**config.mk**
```make
export PLATFORM = sky130hd
export DESIGN_NAME = muldiv_unit
export DESIGN_NICKNAME = d
export VERILOG_FILES = /design/src/rtl/mips_pkg.sv /design/src/rtl/abs_neg32.sv /design/src/rtl/muldiv_unit.sv
export SDC_FILE = /design/constraint.sdc
export NUM_CORES = 1
export LEC_CHECK = 0
export ABC_AREA = 1
export CAP_MARGIN = 40
export CORE_ASPECT_RATIO = 0.75
export CORE_UTILIZATION = 40
export DETAILED_ROUTE_END_ITERATION = 7
export GPL_ROUTABILITY_DRIVEN = 1
export SLEW_MARGIN = 20
export SYNTH_ARGS = -nofsm -noshare
export SYNTH_HDL_FRONTEND = slang
export SYNTH_SLANG_ARGS = --single-unit
```
**constraint.sdc**
```tcl
create_clock -name clk -period 9.65 [get_ports clk]
set_clock_uncertainty 0.15 [all_clocks]
set_input_delay 1.93 -clock clk [delete_from_list [all_inputs] [get_ports clk]]
set_output_delay 1.93 -clock clk [all_outputs]
set_load 0.02 [all_outputs]
```
**src/rtl/mips_pkg.sv**
```systemverilog
// Shared MIPS execute-stage definitions: mul/div op-codes, FSM states, iteration count.
// Latency: n/a (type and constant definitions only).
// Backpressure: n/a.
package mips_pkg;

    localparam logic [1:0] MD_MULT  = 2'b00;
    localparam logic [1:0] MD_MULTU = 2'b01;
    localparam logic [1:0] MD_DIV   = 2'b10;
    localparam logic [1:0] MD_DIVU  = 2'b11;

    typedef enum logic [1:0] {
        MD_IDLE = 2'd0,
        MD_RUN  = 2'd1,
        MD_FIX  = 2'd2
    } md_state_e;

    localparam int MD_ITER = 32;

    // Signed variants are the even op-codes.
    function automatic logic md_is_signed(input logic [1:0] op);
        return ~op[0];
    endfunction

endpackage

```
**src/rtl/abs_neg32.sv**
```systemverilog
// Conditional two's complement: dout = neg ? ~din + cin : din (cin chains a 64-bit negate).
// Latency: combinational.
// Backpressure: none.
module abs_neg32 (
    input  logic [31:0] din,
    input  logic        neg,
    input  logic        cin,
    output logic [31:0] dout
);

    always_comb begin
        dout = neg ? (~din + {31'd0, cin}) : din;
    end

endmodule

```
**src/rtl/muldiv_unit.sv**
```systemverilog
// Sequential MULT/MULTU/DIV/DIVU with architectural HI/LO and MTHI/MTLO writes.
// Latency: 34 cycles start-to-done (32 radix-2 steps + sign fix); divide-by-zero reports in 1.
// Backpressure: start and wr_hi/wr_lo are dropped while busy; no other flow control.
module muldiv_unit
    import mips_pkg::*;
#(
    parameter int WIDTH = 32
) (
    input  logic             clk,
    input  logic             rst,
    input  logic             start,
    input  logic [1:0]       op,
    input  logic [WIDTH-1:0] inp_a,
    input  logic [WIDTH-1:0] inp_b,
    input  logic             wr_hi,
    input  logic             wr_lo,
    input  logic [WIDTH-1:0] wr_data,
    output logic             busy,
    output logic             done,
    output logic             div_zero,
    output logic [WIDTH-1:0] hi,
    output logic [WIDTH-1:0] lo
);

    localparam logic [5:0] LAST_STEP = 6'(MD_ITER - 1);

    md_state_e   state_q, state_d;
    logic [1:0]  op_q, op_d;
    logic [5:0]  cnt_q, cnt_d;
    logic [63:0] acc_q, acc_d;
    logic [31:0] dvsr_q, dvsr_d;
    logic        neg_res_q, neg_res_d;
    logic        neg_rem_q, neg_rem_d;
    logic [31:0] hi_q, hi_d;
    logic [31:0] lo_q, lo_d;
    logic        busy_q, busy_d;
    logic        done_q, done_d;
    logic        div_zero_q, div_zero_d;

    logic        sgn_in;
    logic [31:0] a_mag, b_mag;
    logic [32:0] mul_sum;
    logic [32:0] div_trial, div_diff;
    logic [63:0] step_mul, step_div;
    logic        fix_hi_cin;
    logic [31:0] fix_hi, fix_lo;

    assign sgn_in = md_is_signed(op);

    abs_neg32 u_abs_a (.din(inp_a), .neg(sgn_in & inp_a[31]), .cin(1'b1), .dout(a_mag));
    abs_neg32 u_abs_b (.din(inp_b), .neg(sgn_in & inp_b[31]), .cin(1'b1), .dout(b_mag));

    // Multiply: acc = {partial product, remaining multiplier bits}, shifted right each step.
    assign mul_sum  = {1'b0, acc_q[63:32]} + (acc_q[0] ? {1'b0, dvsr_q} : 33'd0);
    assign step_mul = {mul_sum, acc_q[31:1]};

    // Divide: acc = {remainder, dividend/quotient}; quotient bits enter at the bottom.
    assign div_trial = {acc_q[63:32], acc_q[31]};
    assign div_diff  = div_trial - {1'b0, dvsr_q};
    assign step_div  = div_diff[32] ? {div_trial[31:0], acc_q[30:0], 1'b0}
                                    : {div_diff[31:0],  acc_q[30:0], 1'b1};

    // A 64-bit product negate needs the carry out of the low word into the high word.
    assign fix_hi_cin = op_q[1] ? 1'b1 : (acc_q[31:0] == 32'd0);

    abs_neg32 u_fix_hi (.din(acc_q[63:32]), .neg(op_q[1] ? neg_rem_q : neg_res_q),
                        .cin(fix_hi_cin), .dout(fix_hi));
    abs_neg32 u_fix_lo (.din(acc_q[31:0]), .neg(neg_res_q), .cin(1'b1), .dout(fix_lo));

    always_comb begin
        state_d    = state_q;
        op_d       = op_q;
        cnt_d      = cnt_q;
        acc_d      = acc_q;
        dvsr_d     = dvsr_q;
        neg_res_d  = neg_res_q;
        neg_rem_d  = neg_rem_q;
        hi_d       = hi_q;
        lo_d       = lo_q;
        busy_d     = busy_q;
        done_d     = 1'b0;
        div_zero_d = 1'b0;

        case (state_q)
            MD_IDLE: begin
                if (start) begin
                    if (op[1] && (inp_b == 32'd0)) begin
                        done_d     = 1'b1;
                        div_zero_d = 1'b1;
                    end else begin
                        op_d      = op;
                        cnt_d     = 6'd0;
                        dvsr_d    = op[1] ? b_mag : a_mag;
                        acc_d     = {32'd0, op[1] ? a_mag : b_mag};
                        neg_res_d = sgn_in & (inp_a[31] ^ inp_b[31]);
                        neg_rem_d = sgn_in & inp_a[31];
                        busy_d    = 1'b1;
                        state_d   = MD_RUN;
                    end
                end else begin
                    if (wr_hi) hi_d = wr_data;
                    if (wr_lo) lo_d = wr_data;
                end
            end
            MD_RUN: begin
                acc_d = op_q[1] ? step_div : step_mul;
                cnt_d = cnt_q + 6'd1;
                if (cnt_q == LAST_STEP) state_d = MD_FIX;
            end
            MD_FIX: begin
                hi_d    = fix_hi;
                lo_d    = fix_lo;
                done_d  = 1'b1;
                busy_d  = 1'b0;
                state_d = MD_IDLE;
            end
            default: begin
                busy_d  = 1'b0;
                state_d = MD_IDLE;
            end
        endcase
    end

    always_ff @(posedge clk) begin
        if (rst) begin
            state_q    <= MD_IDLE;
            op_q       <= MD_MULT;
            cnt_q      <= 6'd0;
            acc_q      <= 64'd0;
            dvsr_q     <= 32'd0;
            neg_res_q  <= 1'b0;
            neg_rem_q  <= 1'b0;
            hi_q       <= 32'd0;
            lo_q       <= 32'd0;
            busy_q     <= 1'b0;
            done_q     <= 1'b0;
            div_zero_q <= 1'b0;
        end else begin
            state_q    <= state_d;
            op_q       <= op_d;
            cnt_q      <= cnt_d;
            acc_q      <= acc_d;
            dvsr_q     <= dvsr_d;
            neg_res_q  <= neg_res_d;
            neg_rem_q  <= neg_rem_d;
            hi_q       <= hi_d;
            lo_q       <= lo_d;
            busy_q     <= busy_d;
            done_q     <= done_d;
            div_zero_q <= div_zero_d;
        end
    end

    assign busy     = busy_q;
    assign done     = done_q;
    assign div_zero = div_zero_q;
    assign hi       = hi_q;
    assign lo       = lo_q;

endmodule

```
**Yosys cells after proc, flatten, opt, wreduce, memory -nomap -nowiden**

Cells that the tools add are included.

- Latch bits: 0
- Output and inout port bits: 67
- Flip-flop bits (word level): 175
- Memory bits (writable): 0
- Input port bits: 103
- Bits in read-only memories: 0
- Memories: 0

- Bitwise logic cells: 12
- Add/sub/neg operators: 7
- Div/mod/pow operators: 0
- $mul: 0
- Magnitude comparators: 0
- Eq/ne operators: 9
- Shifts and indexed selects: 0
- Multiplexer cells: 33
- Reduce and logical (&&, ||, !) cells: 13

Operators with widths:

| kind | number |
|---|---|
| $mux W32 | 11 |
| $mux W64 | 4 |
| $not A32 Y32 | 4 |
| $pmux W32 S2 | 2 |
| $pmux W64 S2 | 1 |
| $add A32 B1 Y32 const B | 3 |
| $logic_not A32 Y1 | 2 |
| $add A32 B32 Y33 | 1 |
| $sub A33 B32 Y33 | 1 |
| $add A32 B1 Y32 | 1 |
| $reduce_and A3 Y1 | 6 |
| $mux W6 | 2 |
| $ne A2 B2 Y1 const B | 6 |
| $pmux W6 S2 | 1 |
| $add A6 B1 Y6 const B | 1 |
| $eq A6 B5 Y1 const B | 1 |
| $mux W1 | 6 |
| $mux W2 | 3 |
| $not A1 Y1 | 4 |
| $pmux W1 S2 | 2 |
| $pmux W2 S2 | 1 |
| $reduce_bool A2 Y1 | 2 |
| $and A1 B1 Y1 | 3 |
| $eq A2 B1 Y1 const B | 1 |
| other kinds (5) | 5 |

**Depth between registers and ports, before layout**

Gate-level depths: netlist of the first run.

- Depth in word-level cells: 7
- Gate-level depth with buffers: 22

**Cells and area by module**

From an unflattened synthesis of the first run, not the netlist that was laid out.

- Cells, all modules: 3197
- Area total of the unflattened synthesis: 18079.8 µm²

By module, submodules not included:

| module | area an instance (µm²) | instances | cells an instance | seq. area each (µm²) |
|---|---|---|---|---|
| muldiv_unit | 13375.3 | 1 | 2261 | 3483.3 |
| abs_neg32 | 1176.1 | 4 | 234 | 0.0 |

**Worst setup path before layout of the first run**

OpenSTA, ideal clock, no wires.

- Path kind: input to register
- Start point: input port inp_b[0]
- End point: register acc_q[31]
- Path buffers: 2
- Stages on the path: 13
- Library setup time: 0.117 ns
- Setup slack: 5.995 ns
- Arrival time: 3.388 ns
- Cells stage by stage: inv_1 -> ha_1 -> nand3_1 -> nor2_2 -> nand2_1 -> nor3_2 -> a21oi_2 -> nand2_2 -> nand2_2 -> buf_6 -> buf_2 -> o21ai_0 -> nor2_1

- Longest elaborated chain between the ends: 7

RTL lines:

| item | line | text |
|---|---|---|
| start: declaration | muldiv_unit.sv:14 | `input logic [WIDTH-1:0] inp_b,` |
| $not A32 Y32 | abs_neg32.sv:12 | `dout = neg ? (~din + {31'd0, cin}) : din;` |
| $add A32 B1 Y32 | abs_neg32.sv:12 |  |
| $mux W32 | abs_neg32.sv:12 |  |
| $mux W32 | muldiv_unit.sv:94 | `acc_d = {32'd0, op[1] ? a_mag : b_mag};` |
| $mux W64 | muldiv_unit.sv:87 | `if (op[1] && (inp_b == 32'd0)) begin` |
| $mux W64 | muldiv_unit.sv:86 | `if (start) begin` |
| $pmux W64 S2 | muldiv_unit.sv:84 | `case (state_q)` |
| end signal: assignment | muldiv_unit.sv:129 | `acc_q <= 64'd0;` |
| end signal: assignment | muldiv_unit.sv:142 | `acc_q <= acc_d;` |
| end: declaration | muldiv_unit.sv:30 | `logic [63:0] acc_q, acc_d;` |

Parallel ways exist; a longest one is shown, timed or not. The select of a mux whose other input is x is not followed.
A chain may end at the register's enable or synchronous reset.

**Final worst setup path of the first run**

- Start point: input port inp_b[0]
- End point: register acc_q[61]

- Longest elaborated chain between the ends: 4

RTL lines:

| item | line |
|---|---|
| $logic_not A32 Y1 | muldiv_unit.sv:87 |
| $logic_and A1 B1 Y1 | muldiv_unit.sv:87 |
| $ne A2 B2 Y1 (no source line) | - |
| $reduce_and A3 Y1 (no source line) | - |

Every way passes these cells.

==> results of run 1 <==
[power breakdown]
part           switching, uW  internal (uW)
clock network            348            373
logic                    673            310
registers               67.4            764
total                   1090           1450
[cell usage after synthesis (2+ instances only)]
| library cell | instances | area share (%) |
|---|---|---|
| nand2_1 | 831 | 18 |
| o21ai_0 | 206 | 6.1 |
| o211ai_1 | 33 | 1.5 |
| fa_1 | 2 | 0.24 |
| buf_1 | 10 | 0.22 |
| a31oi_1 | 65 | 2.4 |
| inv_1 | 423 | 9.3 |
| nor2_2 | 8 | 0.29 |
| nand3_1 | 305 | 9.0 |
| xnor2_1 | 16 | 0.82 |
| nor2_1 | 267 | 5.9 |
| ha_1 | 70 | 5.2 |
| nand3b_1 | 12 | 0.53 |
| and2_1 | 2 | 0.074 |
| o41ai_1 | 3 | 0.15 |
| or2_1 | 2 | 0.074 |
| nor3_2 | 4 | 0.24 |
| nor4_1 | 12 | 0.44 |
| nand4_1 | 30 | 1.1 |
| buf_2 | 16 | 0.47 |
| buf_4 | 4 | 0.18 |
| inv_2 | 13 | 0.29 |
| a21o_1 | 6 | 0.27 |
| dfxtp_1 | 174 | 20 |
| a21oi_1 | 193 | 5.7 |
| nand2_4 | 3 | 0.20 |
| a22oi_1 | 3 | 0.13 |
| and3_1 | 2 | 0.074 |
| nand2_2 | 10 | 0.37 |
| a21boi_0 | 4 | 0.18 |
| o21bai_1 | 12 | 0.53 |
| clkbuf_1 | 72 | 1.6 |
| nand2_8 | 2 | 0.24 |
| o211ai_2 | 9 | 0.66 |
| nor3_1 | 29 | 0.85 |
| or2_2 | 18 | 0.66 |
| a211oi_1 | 6 | 0.27 |
| xor2_1 | 44 | 2.3 |
| o22ai_1 | 2 | 0.074 |
| a21oi_2 | 11 | 0.57 |
| o21ai_1 | 11 | 0.32 |
| o31ai_1 | 4 | 0.18 |
| buf_6 | 14 | 0.93 |
[cell type report]
type                       count  area (um^2)  area share (%)
timing repair buffer         193         1890            9.65
clock inverter                13          143           0.727
clock buffer                  19          443            2.26
multi-input combinational   2246        11300            57.6
inverter                     438         1650            8.40
sequential                   174         3480            17.8
tap                          561          702            3.58
[worst max-delay path by stage]
stage	from	to	slack, ns	depth (start not counted)
finish	inp_b[0]	acc_q[61]$_SDFFE_PP0P_	4.61	14
global placement	inp_b[0]	acc_q[8]$_SDFFE_PP0P_	4.34	14
floorplan	inp_b[0]	acc_q[31]$_SDFFE_PP0P_	5.99	13
detailed placement	inp_b[0]	acc_q[6]$_SDFFE_PP0P_	4.18	14
global route	inp_b[0]	acc_q[33]$_SDFFE_PP0P_	4.34	14
CTS	inp_b[0]	acc_q[8]$_SDFFE_PP0P_	4.65	14
[worst register-to-register path: stages, from the launching register on]
cell,delay (ns)
dfxtp_1,0.38
inv_1,0.13
ha_1,0.20
nand3_1,0.14
nor3_1,0.26
nand2_1,0.15
nor2_1,0.25
nand3_1,0.11
o41ai_1,0.57
ha_1,0.30
ha_1,0.19
nand3_1,0.17
nor2_1,0.21
nand2_1,0.12
inv_1,0.13
nand2_1,0.08
nor3_1,0.39
o21ai_0,0.14
nand2_1,0.07
nand3_1,0.12
a31oi_1,0.17
[metrics by stage]
step	worst slack, ns	std cells
after floorplan	5.99	2974
after global placement	4.34	3608
after detailed placement	4.18	3609
after CTS	4.65	3641
after global routing	4.34	3644
final	4.61	3644
[cells by family after synthesis]
| kind of cell | count (synthesis) | synth area share [%] |
|---|---|---|
| AND/OR/NAND/NOR | 1542 | 38.7 |
| AO/OA/AOI/OAI | 572 | 19.2 |
| buffers and inverters | 554 | 13.1 |
| flip-flops | 174 | 20.5 |
| adder cells (fa/ha/maj) | 72 | 5.39 |
| XOR/XNOR | 60 | 3.09 |
[routing by layer]
layer / part of all wire, % / routed length (um) / GRT usage (%) / up-vias
li1: - / - / - / 9867
met4: 2.9 / 2190 / 10.7 / 0
met1: 47 / 35200 / 49.8 / 9358
met5: 0 / 0 / 0 / -
met2: 38 / 28800 / 45.6 / 969
met3: 12 / 8610 / 11.0 / 118
[flip-flops by register name (all words and copies together), names as in the netlist, 2 cells and up]
| name | cells |
|---|---|
| acc_q | 64 |
| dvsr_q | 32 |
| hi | 32 |
| lo | 32 |
| cnt_q | 6 |
| state_q | 2 |
==> results.py, run 1 <==
metrics = {
    "hold_path": {
        "holdPathStages": 2,
        "min_from": "lo[0]$_SDFFE_PP0P_",
        "min_to": "lo[0]$_SDFFE_PP0P_",
        "hold_path.class": "reg -> reg",
    },
    "finish": {
        "n_antenna_cell": 0,
        "final_common_cell": "nand2_1",
        "fin_area_um2": 19600,
        "nets": 3245,
        "layout_common_cells": "nand2_1 (831), inv_1 (421), nand3_1 (305)",
        "final_util_pct": 47.5,
        "areaGrowthSynthToFinish_pct": 15.4,
        "layout-drive-gt1-share_pct": 4.74,
        "nFillCells": 4544,
    },
    "sta": {
        "setup_tns_ns": 0,
        "slew-limit-headroom_pct": 44.7,
        "slew_violations": 0,
        "period_share_pct": 52.2,
        "rsz0062_at_grt": "false",
        "setup_viol": 0,
        "finalHoldViolCount": 0,
        "holdWs_ns": 0.315,
        "period_needed_ns": 5.04,
        "max_freq_ghz": 0.198,
        "tightestPinTransition_ns": 0.830,
    },
    "floorplan": {
        "start_util_pct": 41.1,
        "rows": 64,
        "dieArea_um2": 43300,
        "ioPinCount": 170,
        "die_h_um": 180,
        "core_um2": 41300,
        "die_w_um": 240,
    },
    "global_route": {
        "grt_max_degree": 71,
        "grt_pass1_vias": 18000,
        "antenna_found_initial": 0,
        "grt_pass1_wl_um": 110000,
        "overflow": 0,
        "track_usage_pct": 33.9,
    },
    "route": {
        "wire_per_inst_um": 20.5,
        "via_per_inst": 5.57,
        "drt_first_pass_iters": 6,
        "ant_nets": 0,
        "routed_wl_um": 74800,
        "drtIter0Drc": 2482,
        "drc": 0,
        "vias": 20300,
    },
    "clock_tree": {
        "cts_hold_buf": 0,
        "cts_tree": "built",
        "cts_root_buffer": "clkbuf_16",
        "cts_setup_buffers": 0,
        "clock_latency_ns": 0.47,
        "post_cts_resized": 0,
        "cts_buffer_depth": 2,
        "clkTransAtPathRegs_ns": 0.08,
        "htree_levels": 4,
        "cts.sinks": 174,
        "cts_made_buffers": 17,
    },
    "critical_path": {
        "worstSetupPathType": "in -> reg",
        "ff2ff_path_depth": 20,
        "slowest_delay_ns": 0.54,
        "slowest_stage": "buf_4",
        "critical_path.max_fanout": 49,
        "critPathBufInv": 4,
        "r2r_slack_ns": 5.18,
        "cp.required_ns": 9.90,
        "critPathTopFamily": "buffers and inverters",
        "r2r_start": "acc_q[1]$_SDFFE_PP0P_",
        "critPathLaunchType": "input port",
        "endpoint_kind": "flop",
        "timing.rr.end": "hi[28]$_SDFFE_PP0P_",
        "cp.arrival_ns": 5.29,
        "path_cells": "clkdlybuf4s50_1 > inv_1 > ha_1 > nand3_1 > nor2_2 > nand2_1 > nor3_2 > a21oi_2 > nand2_2 > nand2_2 > inv_2 > buf_4 > nand2_1 > a21oi_2",
    },
    "flow_run": {
        "max_cap_violations": 0,
    },
    "yosys": {
        "syn_nets": 3149,
        "async_flop_share_pct": 0,
        "synth_ff_type": "dfxtp_1",
        "ys_ff_latch": 174,
        "syn-cell-area_um2": 17000,
        "ys.warnings.count": 0,
        "synth-edff-count": 0,
        "postSynthAreaPerCell_um2": 5.71,
        "synth_cell_types": 54,
        "syn_inst": 2974,
        "yosysSeqAreaShare_pct": 20.5,
    },
    "place": {
        "portBuffers": 169,
        "place_congestion": 0.991,
        "place_area_um2": 19000,
        "dp_hpwl_um": 60200,
    },
    "power_and_ir_drop": {
        "power.leakage_uw": 0.00917,
        "power_per_cell_area_nw_per_um2": 129,
        "irDropWorstVdd_v": 0.000141,
        "p_total_uw": 2540,
    },
    "run_status": {
        "status": "complete, no violations",
    },
}
Note: power is estimated with default switching activity, not from simulation.
==> inputs of run 2 (changes only) <==
clock period = 4.5 ns   (was 9.65 ns; I/O delays follow)
==> run 2 against run 1 <==
- global-route usage down 0.42 points
- final cell count up 0.38%
- critical path depth up 7
- total power up 110%
- die area unchanged
- via count up 0.15%
- first-iteration DRC count down 6.7%
- critical endpoint is now hi[30]$_SDFFE_PP0P_
==> results.py, run 2 (synthesis gave the netlist of run 1 again) <==
metrics = {
    "critical_path": {
        "path_cells": "inv_1 > ha_1 > nand3_1 > nor3_1 > nand2_1 > nor2_1 > nand3_1 > o41ai_2 > ha_1 > ha_1 > nand3_1 > nor2_1 > nand2_1 > inv_1 > nand3_1 > nand2_1 > nand3_1 > a21oi_1 > or2_1 > nand3_1 > a21oi_1",
        "endpoint_kind": "flop",
        "slowest_stage": "dfxtp_1",
        "critical_path.max_fanout": 4,
        "cp.arrival_ns": 4.32,
        "critPathBufInv": 2,
        "critPathLaunchType": "flop",
        "critPathTopFamily": "simple AND/OR/NAND/NOR gates",
        "cp.required_ns": 4.75,
        "worstSetupPathType": "reg -> reg",
        "slowest_delay_ns": 0.38,
        "crit_top_cell": "nand3_1",
    },
    "sta": {
        "period_share_pct": 90.4,
        "rsz0062_at_grt": "false",
        "slew-limit-headroom_pct": 37.6,
        "slew_violations": 0,
        "worst_slack_ns": 0.432,
        "holdWs_ns": 0.319,
        "max_freq_ghz": 0.246,
        "period_needed_ns": 4.07,
        "finalHoldViolCount": 0,
        "setup_tns_ns": 0,
        "setup_viol": 0,
        "tightestPinTransition_ns": 0.927,
    },
    "place": {
        "dp_hpwl_um": 59100,
        "portBuffers": 169,
        "place_area_um2": 19100,
        "place_congestion": 1.04,
        "place_ws_ns": 0.329,
    },
    "power_and_ir_drop": {
        "irDropWorstVdd_v": 0.000301,
        "power.leakage_uw": 0.00924,
        "pwr-share-comb_pct": 39.2,
        "p_seq_share_pct": 32.5,
        "power_per_cell_area_nw_per_um2": 276,
        "p_int_uw": 3100,
        "p_switching_uw": 2350,
        "netSwitchingFraction_pct": 43.1,
        "pwr-share-clk_pct": 28.3,
    },
    "floorplan": {
        "core_um2": 41300,
        "die_w_um": 240,
        "rows": 64,
        "start_util_pct": 41.1,
        "die_h_um": 180,
        "dieArea_um2": 43300,
        "ioPinCount": 170,
    },
    "route": {
        "routed_wl_um": 74000,
        "ant_nets": 0,
        "via_per_inst": 5.56,
        "wire_per_inst_um": 20.2,
        "drtIter0Drc": 2315,
        "drc": 0,
        "drt_first_pass_iters": 8,
        "vias": 20300,
    },
    "global_route": {
        "grt_max_degree": 70,
        "track_usage_pct": 33.5,
        "antenna_found_initial": 1,
        "overflow": 0,
        "grt_pass1_vias": 18100,
        "grt_pass1_wl_um": 110000,
    },
    "clock_tree": {
        "cts_made_buffers": 17,
        "cts_buffer_depth": 2,
        "clkTransAtPathRegs_ns": 0.07,
        "cts_root_buffer": "clkbuf_16",
        "cts.sinks": 174,
        "htree_levels": 4,
        "clock_latency_ns": 0.47,
        "cts_tree": "built",
    },
    "finish": {
        "layout-drive-gt1-share_pct": 5.20,
        "largest_reg_flops": 64,
        "areaGrowthSynthToFinish_pct": 16.0,
        "fin_area_um2": 19700,
        "nFillCells": 4476,
        "regMostFlops": "acc_q",
        "layout_common_cells": "nand2_1 (831), inv_1 (421), nand3_1 (305)",
        "nets": 3259,
        "final_common_cell": "nand2_1",
    },
    "run_status": {
        "status": "complete, no violations",
    },
    "hold_path": {
        "hold_path.class": "reg -> reg",
    },
    "flow_run": {
        "max_cap_violations": 0,
    },
}
-- run 2: layer usage --
metal	part of all wire [%]	vias up	global-route usage (%)	routed length, um
li1	-	9902	-	-
met1	47	9338	50.5	34800
met2	41	1006	47.7	30000
met3	10	95	6.56	7540
met4	2.2	2	8.05	1590
met5	0.022	-	0	16
-- run 2: metrics by stage --
step                utilization (%)  std cells  power, uW
floorplan                         -       2974       3140
global placement               46.3       3625       3840
detailed placement             46.3       3626       3860
CTS                            47.7       3657       5380
global route                   47.7       3657       5710
finish                         47.7       3658       5440
-- run 2: final timing paths --
check	slack, ns	endpoint	startpoint	cells after the start
setup / recovery	0.43	hi[30]$_SDFFE_PP0P_	acc_q[1]$_SDFFE_PP0P_	21
hold reg to reg	0.32	cnt_q[4]$_SDFFE_PP0P_	cnt_q[4]$_SDFFE_PP0P_	2
hold / removal	0.32	cnt_q[4]$_SDFFE_PP0P_	cnt_q[4]$_SDFFE_PP0P_	2
setup reg to reg	0.43	hi[30]$_SDFFE_PP0P_	acc_q[1]$_SDFFE_PP0P_	21
-- run 2: final cells by class --
cell class	instances	area, um^2	area share, %
Antenna cell	1	2.50	0.0127
Clock buffer	17	425	2.16
Clock inverter	14	155	0.787
Inverter	438	1650	8.35
Multi-Input combinational cell	2246	11300	57.4
Sequential cell	174	3480	17.7
Tap cell	561	702	3.56
Timing Repair Buffer	207	1990	10.1
-- run 2: worst reg2reg max path, delay by kind of cell, from the launching register on --
kind                     cells  cell delay [ns]
buffers and inverters        2             0.25
AO/OA/AOI/OAI                3             0.68
adder cells (fa/ha/maj)      3             0.61
flip-flops                   1             0.38
AND/OR/NAND/NOR             13             1.91
-- run 2: timing repair --
item                                    4_1_cts  5_1_grt
hold buffers                                  0        0
endpoints found under the setup margin        0        7
setup buffers                                 0        0
gates resized for setup                       0        1
-- run 2: power by group through the flow --
| stage | clock network [uW] | logic, uW | registers [uW] |
|---|---|---|---|
| after floorplan | 0 | 1360 | 1780 |
| after global placement | 0 | 2050 | 1790 |
| after detailed placement | 0 | 2060 | 1800 |
| after CTS | 1550 | 2070 | 1760 |
| after global routing | 1610 | 2320 | 1780 |
| final | 1540 | 2130 | 1770 |
